[src/rtl/alu_sequencer.sv]
// alu_sequencer: issue and writeback stage between fetch and the ALU.
//
// This module takes one 16-bit instruction from fetch over a valid/ready
// handshake. It drives the opcode and operands to the external
// combinational ALU. On the following edge it writes the ALU result back
// into a 4 x DATA_W register file and updates the flags register.
// Each instruction takes two cycles: an accept edge, then a writeback edge.
//
// Ports
//   clock, reset          rising-edge clock; asynchronous active-high reset
//   instr_valid, instr    fetch handshake; instr = {op, rd, rs, imm}
//   instr_ready           high while idle and able to accept
//   alu_op, alu_x, alu_y  opcode and operands presented to the ALU
//   alu_out, alu_flags    ALU result (low DATA_W bits used), ALU flags
//   flags                 {0, neg, zero, carry} of the last legal op
//   done, illegal         one-cycle retire pulse; illegal marks ops C..F
//   dbg_sel, dbg_data     combinational register file read port
module alu_sequencer #(
  parameter int NUM_REGS = 4,
  parameter int DATA_W   = 8
) (
  input  logic              clock,
  input  logic              reset,
  input  logic              instr_valid,
  input  logic [15:0]       instr,
  output logic              instr_ready,
  output logic [3:0]        alu_op,
  output logic [DATA_W-1:0] alu_x,
  output logic [DATA_W-1:0] alu_y,
  input  logic [15:0]       alu_out,
  input  logic [3:0]        alu_flags,
  output logic [3:0]        flags,
  output logic              done,
  output logic              illegal,
  input  logic [1:0]        dbg_sel,
  output logic [DATA_W-1:0] dbg_data
);

  localparam logic [3:0] OP_SUM = 4'h0;
  localparam logic [3:0] OP_SMI = 4'h1;
  localparam logic [3:0] OP_SB  = 4'h2;
  localparam logic [3:0] OP_SBI = 4'h3;
  localparam logic [3:0] OP_CM  = 4'h4;
  localparam logic [3:0] OP_CMI = 4'h5;
  localparam logic [3:0] OP_ANR = 4'h6;
  localparam logic [3:0] OP_ANI = 4'h7;
  localparam logic [3:0] OP_ORR = 4'h8;
  localparam logic [3:0] OP_ORI = 4'h9;
  localparam logic [3:0] OP_XRR = 4'hA;
  localparam logic [3:0] OP_XRI = 4'hB;

  typedef enum logic {IDLE, EXEC} state_t;

  state_t            state;
  logic [15:0]       instr_p0;
  logic [DATA_W-1:0] regs [NUM_REGS];

  logic [3:0]        op;
  logic [1:0]        rd;
  logic [1:0]        rs;
  logic [DATA_W-1:0] imm;
  logic              wb_zero;
  logic              unused_bits;

  // Opcodes C..F have no defined operation.
  function automatic logic is_legal(input logic [3:0] opc);
    return (opc < 4'hC);
  endfunction

  assign op  = instr_p0[15:12];
  assign rd  = instr_p0[11:10];
  assign rs  = instr_p0[9:8];
  assign imm = instr_p0[DATA_W-1:0];

  assign instr_ready = (state == IDLE);
  assign alu_op      = op;
  assign dbg_data    = regs[dbg_sel];

  // The ALU sets only carry (bit0) and neg (bit2) meaningfully.
  // Zero is therefore derived here from the written-back byte.
  assign wb_zero     = (alu_out[DATA_W-1:0] == '0);
  assign unused_bits = &{1'b0, alu_out[15:DATA_W], alu_flags[3], alu_flags[1]};

  // Operands come from the latched instruction and the live register file.
  // When rd == rs, the ALU therefore sees the value before this cycle's write.
  always_comb begin
    alu_x = '0;
    alu_y = '0;
    case (op)
      OP_SUM, OP_SB, OP_ANR, OP_ORR, OP_XRR: begin
        alu_x = regs[rd];
        alu_y = regs[rs];
      end
      OP_SMI, OP_SBI, OP_ANI, OP_ORI, OP_XRI: begin
        alu_x = regs[rd];
        alu_y = imm;
      end
      OP_CM:   alu_x = regs[rs];
      OP_CMI:  alu_x = imm;
      default: ;
    endcase
  end

  always_ff @(posedge clock or posedge reset) begin
    if (reset) begin
      state    <= IDLE;
      instr_p0 <= '0;
      flags    <= '0;
      done     <= 1'b0;
      illegal  <= 1'b0;
      for (int i = 0; i < NUM_REGS; i++) regs[i] <= '0;
    end else begin
      done    <= 1'b0;
      illegal <= 1'b0;
      case (state)
        // Accept stage: capture the instruction on the handshake.
        IDLE: begin
          if (instr_valid) begin
            instr_p0 <= instr;
            state    <= EXEC;
          end
        end
        // Writeback stage: the ALU result is settled; retire the instruction.
        EXEC: begin
          if (is_legal(op)) begin
            regs[rd] <= alu_out[DATA_W-1:0];
            flags    <= {1'b0, alu_flags[2], wb_zero, alu_flags[0]};
          end
          done    <= 1'b1;
          illegal <= ~is_legal(op);
          state   <= IDLE;
        end
        default: state <= IDLE;
      endcase
    end
  end

endmodule

[config.mk]
export PLATFORM = sky130hd
export DESIGN_NAME = alu_sequencer
export DESIGN_NICKNAME = d
export VERILOG_FILES = /design/src/rtl/alu_sequencer.sv
export SDC_FILE = /design/constraint.sdc
export NUM_CORES = 1
export LEC_CHECK = 0
export ABC_AREA = 1
export CAP_MARGIN = 5
export CORE_MARGIN = 3
export CORE_UTILIZATION = 40
export CTS_BUF_LIST = sky130_fd_sc_hd__clkbuf_8 sky130_fd_sc_hd__clkbuf_16
export DETAILED_ROUTE_END_ITERATION = 6
export GPL_ROUTABILITY_DRIVEN = 0
export PLACE_DENSITY = 0.65
export SYNTH_ARGS = -nofsm -noshare
export SYNTH_HDL_FRONTEND = slang
export SYNTH_SLANG_ARGS = --single-unit
[constraint.sdc]
create_clock -name clock -period 2.1 [get_ports clock]
set_input_delay 0.42 -clock clock [delete_from_list [all_inputs] [get_ports clock]]
set_output_delay 0.42 -clock clock [all_outputs]
set_load 0.03 [all_outputs]
Word-level counts from Yosys, hierarchy flattened
Cells that the tools add are included.
{"block": "totals", "ff_bits": 54, "inputBits": 41, "out_inout_bits": 35}
{"block": "classes", "order_cmp": 5, "n_eq_ne": 11, "muxes": 18, "bitwise_logic": 5, "reduce_logical": 8}
{"op": "2-to-1 mux 8 bit", "n": 7}
{"op": "binary-select mux 8 bit (select 2 bit)", "n": 3}
{"op": "bitwise mux 32 bit", "n": 1}
{"op": "one-hot mux 8 bit (3 select lines)", "n": 1}
{"op": "demux 8 bit (select 2 bit)", "n": 1}
{"op": "== test 4 x 3 -> 1 bit, second input constant", "n": 4}
{"op": "== test 4 bit, second input constant", "n": 4}
{"op": "one-hot mux 8 bit (2 select lines)", "n": 1}
{"op": "OR reduction 10 bit", "n": 1}
{"op": "OR reduction 5 bit", "n": 2}
{"op": ">= comparator 3 bit, second input constant", "n": 3}
{"op": "inverter 2 -> 3 bit", "n": 3}
{"op": "== test 4 x 2 -> 1 bit, second input constant", "n": 2}
{"op": "logical NOT 8 bit", "n": 1}
{"op": "== test 4 x 1 -> 1 bit, second input constant", "n": 1}
{"op": "logical NOT 4 bit", "n": 1}
{"op": "less-than comparator 4 bit, second input constant", "n": 1}
{"op": "AND reduction 2 bit", "n": 2}
{"op": "less-than comparator 3 x 1 -> 1 bit, second input constant", "n": 1}
{"op": "2-to-1 mux 1 bit", "n": 3}
{"op": "inverter 1 bit", "n": 2}
{"op": "one-hot mux 1 bit (2 select lines)", "n": 1}
{"op": "logical AND 1 bit", "n": 1}

Depth between registers and ports, before layout
Gate-level depths: netlist of the first run.
{"block": "logic_depth", "word_depth": 6, "mapped_depth": 9}

Worst setup path before layout of the first run
Ideal clock, no wire load.
{"block": "synth_timing", "kind": "input -> output", "startpoint": "input port dbg_sel[0]", "endpoint": "output port dbg_data[5]", "t_arrival_ns": 1.656, "required_ns": 1.680, "path_slack_ns": 0.024, "path_stages": 5, "n_path_buf": 2, "path_cell_list": "buf_6 inv_1 clkbuf_1 o21ai_0 o21ai_0"}
{"block": "synth_between", "elab_chain_cells": 4}
{"element": "from (decl)", "line": "35", "text": "input logic [1:0] dbg_sel,"}
{"element": "inverter 2 -> 3 bit (implied by the code)", "line": "77", "text": "assign dbg_data = regs[dbg_sel];"}
{"element": "binary-select mux 8 bit (select 2 bit)", "line": "77"}
{"element": "2-to-1 mux 8 bit (implied by the code) (2 in a row)", "line": "77"}
{"element": "to (decl)", "line": "36", "text": "output logic [DATA_W-1:0] dbg_data"}
Every way passes these cells. The select of a mux whose other input is x is not followed.

Worst setup path after layout of the first run
{"block": "layout_timing", "startpoint": "input port dbg_sel[1]", "endpoint": "output port dbg_data[6]"}
The elaborated chain is that of the path after synthesis.

==> impl_summary.txt, run 1 <==
----------------------------------------------------
[STA]
  Hold Fails Final Rpt ... 0
  Final min period ... 2.07 ns
  Share of the clock period used by the worst path ... 98.4%
  Transition time at the pin with the least slew margin ... 0.600 ns
  Relative slew slack ... 59.8%
  RSZ-0062 raised after global routing ... yes
  Number of max-slew violations in the final report ... 0
  Setup-failing EPs final ... 0
  Highest achievable clock rate ... 484 MHz
  Post-Route Skew ... 0.00721 ns

[Power]
  Peak supply drop ... 0.557 mV
  Final total power ... 4.47 mW
  Reg power frac ... 38.4%
  Net load switching power ... 1.88 mW
  Share of power burned in combinational logic ... 44.7%
  Cell Int Power ... 2.59 mW
  Proportion of power drawn by the clock network ... 16.9%
  PD cells ... 1060 nW/um2
  Leakage power of the design ... 2.09 nW
  Switching share of total power ... 42.1%

[Placement]
  Number of cells after detailed placement ... 630
  Cell area after placement ... 4040 um2
  Port Buffer Count ... 64
  Total half-perimeter wirelength after legalization and detailed placement ... 6.26 mm

[Final layout]
  Layout overhead on the synthesized area ... 31.9%
  Diodes inserted ... 0
  Most common cell after layout, fill and taps aside ... sky130_fd_sc_hd__nand2_1
  Fin nets ... 576
  Layout Cells excl Fill ... 638
  Post-route standard cell area excluding fillers ... 4230 um2
  Fraction of layout instances using a drive strength above 1 ... 16.2%
  Most used cells in the layout excluding fill and tap cells ... sky130_fd_sc_hd__nand2_1 (208), sky130_fd_sc_hd__o21ai_0 (55), sky130_fd_sc_hd__dfrtp_1 (53)

[Worst setup path]
  Maximum fanout along the worst path ... 6
  Register-to-register path setup slack ... 0.64 ns
  Worst R2R Path Depth ... 5
  Worst Setup Start Kind ... primary input
  Worst endpoint required time ... 1.68 ns
  WS Path Type ... in -> out
  Arrival time at the worst endpoint ... 1.65 ns
  Critical R2R Capture ... regs[9]
  Critical Path Sink Type ... output pin
  RR Startpoint ... instr_p0[14]

[Route]
  Average wire per cell in the routed design ... 13.2 um
  Average via count per standard cell ... 4.85
  DRC violation count after routing ... 0
  First-pass iteration count of the detailed router ... 5
  Detailed-route wire length ... 8.42 mm
  Final ANT Viol Nets ... 0
  Via count ... 3094
  Drt first-iter violations ... 157

[CTS]
  Clock buffers created by TritonCTS ... 5
  Clock transition at the registers of the reported paths ... 0.11 ns
  Clock tree from TritonCTS ... done
  Number of hold buffers added after cts ... 0
  Later-pin clock latency in the skew report ... 0.31 ns
  Clk sink count ... 54
  CTS H-tree lvls ... 2
  Max Buffers Root-to-Sink ... 2
  Clock Root Buffer ... sky130_fd_sc_hd__clkbuf_8

[Yosys]
  YS warnings ... 0
  Synthesized Nets ... 506
  Synthesized instance count ... 465
  Number of different library cells in the post-synthesis netlist ... 24
  Number of register bits inferred by synthesis ... 54
  Syn Std Cell Area ... 3210 um2
  Average cell area after synthesis ... 6.90 um2
  Seq/Total Area, Yosys ... 42.1%

[Floorplan]
  FP Rows ... 32
  Core Footprint ... 7770 um2
  Initial Utilization ... 41.3%
  Overall die width ... 95.6 um
  Die outline area ... 9130 um2
  I/O pin cnt ... 76
  Die boundary height ... 95.6 um

[Min path]
  Worst min path class ... in -> async

[Run status]
  Result of the run ... complete, no violations

[Global routing]
  Global route overflow ... 0
  Wire length of the first global-routing pass ... 13.3 mm
  Number of antenna violations at the first check in global routing ... 0
  Vias in the first global route ... 2757
  Total routing usage reported by global routing ... 18.5%
  Maximum number of pins on one net before global-route repair ... 55

[Job]
  Number of maximum-capacitance violations ... 0

----------------------------------------------------
synthesized netlist by cell type:
| master | n | share of area (%) |
|---|---|---|
| sky130_fd_sc_hd__o21ai_2 | 3 | 0.82 |
| sky130_fd_sc_hd__o21ai_0 | 69 | 11 |
| sky130_fd_sc_hd__buf_4 | 8 | 1.9 |
| sky130_fd_sc_hd__buf_6 | 4 | 1.4 |
| sky130_fd_sc_hd__nand4_1 | 2 | 0.39 |
| sky130_fd_sc_hd__nand3_1 | 32 | 5.0 |
| sky130_fd_sc_hd__nand2_1 | 210 | 25 |
| sky130_fd_sc_hd__inv_2 | 1 | 0.12 |
| sky130_fd_sc_hd__nand3_4 | 2 | 1.1 |
| sky130_fd_sc_hd__nand2_2 | 4 | 0.78 |
| sky130_fd_sc_hd__buf_2 | 10 | 1.6 |
| sky130_fd_sc_hd__dfrtp_1 | 54 | 42 |
| sky130_fd_sc_hd__nor2_1 | 12 | 1.4 |
| sky130_fd_sc_hd__inv_4 | 1 | 0.20 |
| sky130_fd_sc_hd__nor3_2 | 1 | 0.31 |
| sky130_fd_sc_hd__o21ai_1 | 1 | 0.16 |
| sky130_fd_sc_hd__nor3_4 | 2 | 1.0 |
| sky130_fd_sc_hd__clkbuf_1 | 2 | 0.23 |
| sky130_fd_sc_hd__clkinv_1 | 2 | 0.23 |
| sky130_fd_sc_hd__conb_1 | 1 | 0.12 |
| sky130_fd_sc_hd__a21oi_1 | 8 | 1.2 |
| sky130_fd_sc_hd__inv_6 | 1 | 0.27 |
| sky130_fd_sc_hd__nand2_4 | 1 | 0.35 |
| sky130_fd_sc_hd__inv_1 | 34 | 4.0 |
sequential cells by signal, summed over array words and instances, names as in the netlist:
signal    count
regs         32
instr_p0     16
flags         3
done          1
illegal       1
state         1
cell families after synthesis:
logic type / Yosys count / share of synthesized area [%]
buffers and inverters: 63 / 9.87
AOI/OAI and AO/OA: 81 / 13.0
and+or+nand+nor: 266 / 34.9
DFF: 54 / 42.1
other: 1 / 0.117
routing by layer:
metal / GRT usage, % / vias to the layer above / share of wire, %
li1: - / 1609 / -
met2: 28.8 / 91 / 45
met3: 3.00 / 6 / 6.0
met1: 27.0 / 1388 / 48
met4: 3.91 / 0 / 0.65
met5: 0 / - / 0
area by class of cell:
type	count	area, um2
Sequential cell	54	1350
Timing Repair Buffer	87	887
Clock buffer	6	82.6
Clock inverter	2	38.8
Multi-Input combinational cell	348	1580
Inverter	39	159
Fill cell	727	3540
Tap cell	102	128
power groups by stage:
| stage | sequential, mW | combinational [mW] | clock [mW] |
|---|---|---|---|
| CTS | 1.70 | 1.94 | 0.771 |
| finish | 1.71 | 2.00 | 0.755 |
| global placement | 1.71 | 1.88 | 0 |
| floorplan | 1.60 | 1.24 | 0 |
| detailed placement | 1.72 | 1.92 | 0 |
| global route | 1.75 | 2.19 | 0.815 |
worst max-delay path, stage by stage:
cell and delay, ns:
sky130_fd_sc_hd__clkdlybuf4s50_1 0.47, sky130_fd_sc_hd__inv_2 0.06, sky130_fd_sc_hd__buf_4 0.15, sky130_fd_sc_hd__a21oi_1 0.12, sky130_fd_sc_hd__o21ai_1 0.09, sky130_fd_sc_hd__o21ai_1 0.09
sky130_fd_sc_hd__buf_4 0.14, sky130_fd_sc_hd__buf_12 0.11
metrics by stage:
stage	util [%]	worst slack, ns	hold WS [ns]	setup TNS [ns]
finish	54.5	0.0333	0.465	0
global route	54.5	-0.0133	0.480	-0.0133
global placement	52.0	-0.0360	0.441	-0.0991
detailed placement	52.0	-0.0533	0.446	-0.164
CTS	53.6	0.00426	0.470	0
floorplan	-	0.0244	0.429	0
what timing repair did:
item,in CTS,in global routing
setup buffers,0,0
pin swaps,0,4
resized for setup,7,31
setup endpoints to repair,10,22
worst max path at each step:
stage	from	end	slack, ns
6_report	dbg_sel[1]	dbg_data[6]	0.03
5_1_grt	instr_p0[15]	alu_x[0]	-0.01
4_1_cts	dbg_sel[1]	dbg_data[5]	0.004
3_5_place_dp	dbg_sel[0]	dbg_data[1]	-0.05
3_3_place_gp	dbg_sel[0]	dbg_data[7]	-0.04
2_1_floorplan	dbg_sel[0]	dbg_data[5]	0.02
(Power assumes the default switching activity.)
==> inputs of run 2 (changes only) <==
--- a/config.mk
+++ b/config.mk
@@ -7,6 +7,7 @@
 export LEC_CHECK = 0
 export ABC_AREA = 1
 export CAP_MARGIN = 5
+export CORE_ASPECT_RATIO = 1.1
 export CORE_MARGIN = 3
 export CORE_UTILIZATION = 40
 export CTS_BUF_LIST = sky130_fd_sc_hd__clkbuf_8 sky130_fd_sc_hd__clkbuf_16
==> impl_summary.txt, run 2 (synthesis results as in run 1) <==
----------------------------------------------------
[Global routing]
  Global route overflow ... 0
  Total routing usage reported by global routing ... 19.5%
  Vias in the first global route ... 3038
  Wire length of the first global-routing pass ... 14.6 mm
  Maximum number of pins on one net before global-route repair ... 25
  Number of antenna violations at the first check in global routing ... 0

[Job]
  Number of maximum-capacitance violations ... 0

[Route]
  DRC violation count after routing ... 0
  Average wire per cell in the routed design ... 13.2 um
  Final ANT Viol Nets ... 0
  Drt first-iter violations ... 222
  Via count ... 3049
  Detailed-route wire length ... 8.38 mm
  First-pass iteration count of the detailed router ... 4
  Average via count per standard cell ... 4.79

[STA]
  Setup-failing EPs final ... 0
  Relative slew slack ... 61.2%
  Final min period ... 2.00 ns
  Transition time at the pin with the least slew margin ... 0.580 ns
  Highest achievable clock rate ... 500 MHz
  Post-Route Skew ... 0.00833 ns
  Share of the clock period used by the worst path ... 95.3%
  Number of max-slew violations in the final report ... 0
  Setup slack after layout ... 0.0987 ns
  Hold Fails Final Rpt ... 0

[Placement]
  Place WS ... -0.119 ns
  Total half-perimeter wirelength after legalization and detailed placement ... 6.42 mm
  Cell area after placement ... 3950 um2
  Port Buffer Count ... 64
  Number of cells after detailed placement ... 627

[CTS]
  Clock tree from TritonCTS ... done
  Clock Root Buffer ... sky130_fd_sc_hd__clkbuf_8
  Clk sink count ... 54
  Clock buffers created by TritonCTS ... 5
  Later-pin clock latency in the skew report ... 0.31 ns
  Max Buffers Root-to-Sink ... 2
  Clock transition at the registers of the reported paths ... 0.09 ns
  CTS H-tree lvls ... 2

[Final layout]
  Post-route standard cell area excluding fillers ... 4130 um2
  Most common cell after layout, fill and taps aside ... sky130_fd_sc_hd__nand2_1
  Diodes inserted ... 0
  Fin nets ... 572
  Layout Cells excl Fill ... 637
  Reg with most FFs ... regs
  Filler cell count ... 765
  Largest registers in the final layout ... regs: 32 flops, instr_p0: 16 flops, flags: 3 flops
  Most used cells in the layout excluding fill and tap cells ... sky130_fd_sc_hd__nand2_1 (208), sky130_fd_sc_hd__o21ai_0 (58), sky130_fd_sc_hd__dfrtp_1 (53)
  Flip-flop count of the largest register, all copies and words added ... 32
  Layout overhead on the synthesized area ... 28.8%
  Fraction of layout instances using a drive strength above 1 ... 14.3%

[Worst setup path]
  RR Startpoint ... instr_p0[11]
  Register-to-register path setup slack ... 0.56 ns
  Critical R2R Capture ... regs[15]
  Critical Path Sink Type ... output pin
  Arrival time at the worst endpoint ... 1.58 ns
  Worst R2R Path Depth ... 4
  Worst Setup Start Kind ... flop
  WS Path Type ... reg -> out
  Worst endpoint required time ... 1.68 ns
  Maximum fanout along the worst path ... 8

[Floorplan]
  Overall die width ... 91.4 um
  Initial Utilization ... 42.0%
  Die outline area ... 9130 um2
  I/O pin cnt ... 76
  FP Rows ... 33
  Core Footprint ... 7640 um2
  Die boundary height ... 99.9 um

[Power]
  Final total power ... 4.24 mW
  Leakage power of the design ... 2.03 nW
  PD cells ... 1030 nW/um2
  Peak supply drop ... 0.537 mV

[Run status]
  Result of the run ... complete, no violations

[Min path]
  Worst min path class ... in -> async

----------------------------------------------------
-- run 2: power breakdown --
part	switching, mW	leakage [nW]	internal (mW)
combinational	1.11	1.31	0.736
sequential	0.370	0.662	1.35
clock	0.336	0.0575	0.333
-- run 2: area by class of cell --
class / instances / area (um2) / area share (%)
Multi-Input combinational cell: 348 / 1560 / 37.8
Inverter: 39 / 165 / 4.00
Timing Repair Buffer: 83 / 811 / 19.6
Tap cell: 105 / 131 / 3.18
Sequential cell: 54 / 1350 / 32.7
Clock buffer: 8 / 110 / 2.67
-- run 2: per-layer routing --
layer  part of all wire (%)  vias up  track usage [%]
met4                    1.1        0             5.68
met3                    5.1        7             3.52
li1                       -     1594                -
met5                      0        -                0
met1                     48     1361             27.2
met2                     46       87             31.3
-- run 2: timing repair --
item | in CTS | in global routing
pin swaps | 0 | 2
hold buffers | 0 | 0
buffers inserted | 1 | 1
gates resized for setup | 10 | 18
setup endpoints to repair | 10 | 16
-- run 2: worst max-delay path by stage --
stage	startpoint	to	slack, ns	cells past startpoint
floorplan	dbg_sel[0]	dbg_data[5]	0.02	5
global placement	dbg_sel[1]	dbg_data[2]	-0.05	5
detailed placement	dbg_sel[1]	dbg_data[5]	-0.12	6
CTS	instr_p0[10]	alu_x[5]	0.02	8
global route	instr_p0[13]	alu_x[6]	-0.02	6
finish	instr_p0[13]	alu_x[0]	0.1	6
-- run 2: worst max-delay path, stage by stage, from the launching register on --
cell	delay [ns]
sky130_fd_sc_hd__dfrtp_1	0.46
sky130_fd_sc_hd__o21ai_2	0.20
sky130_fd_sc_hd__clkinv_1	0.12
sky130_fd_sc_hd__buf_4	0.18
sky130_fd_sc_hd__nand2_1	0.07
sky130_fd_sc_hd__nand3_1	0.07
sky130_fd_sc_hd__buf_4	0.17
-- run 2: stage by stage --
step / utilization [%] / hold slack [ns] / setup TNS, ns
floorplan: - / 0.429 / 0
global placement: 51.7 / 0.438 / -0.169
detailed placement: 51.7 / 0.447 / -0.336
CTS: 53.5 / 0.409 / 0
global route: 54.1 / 0.440 / -0.0305
finish: 54.1 / 0.406 / 0
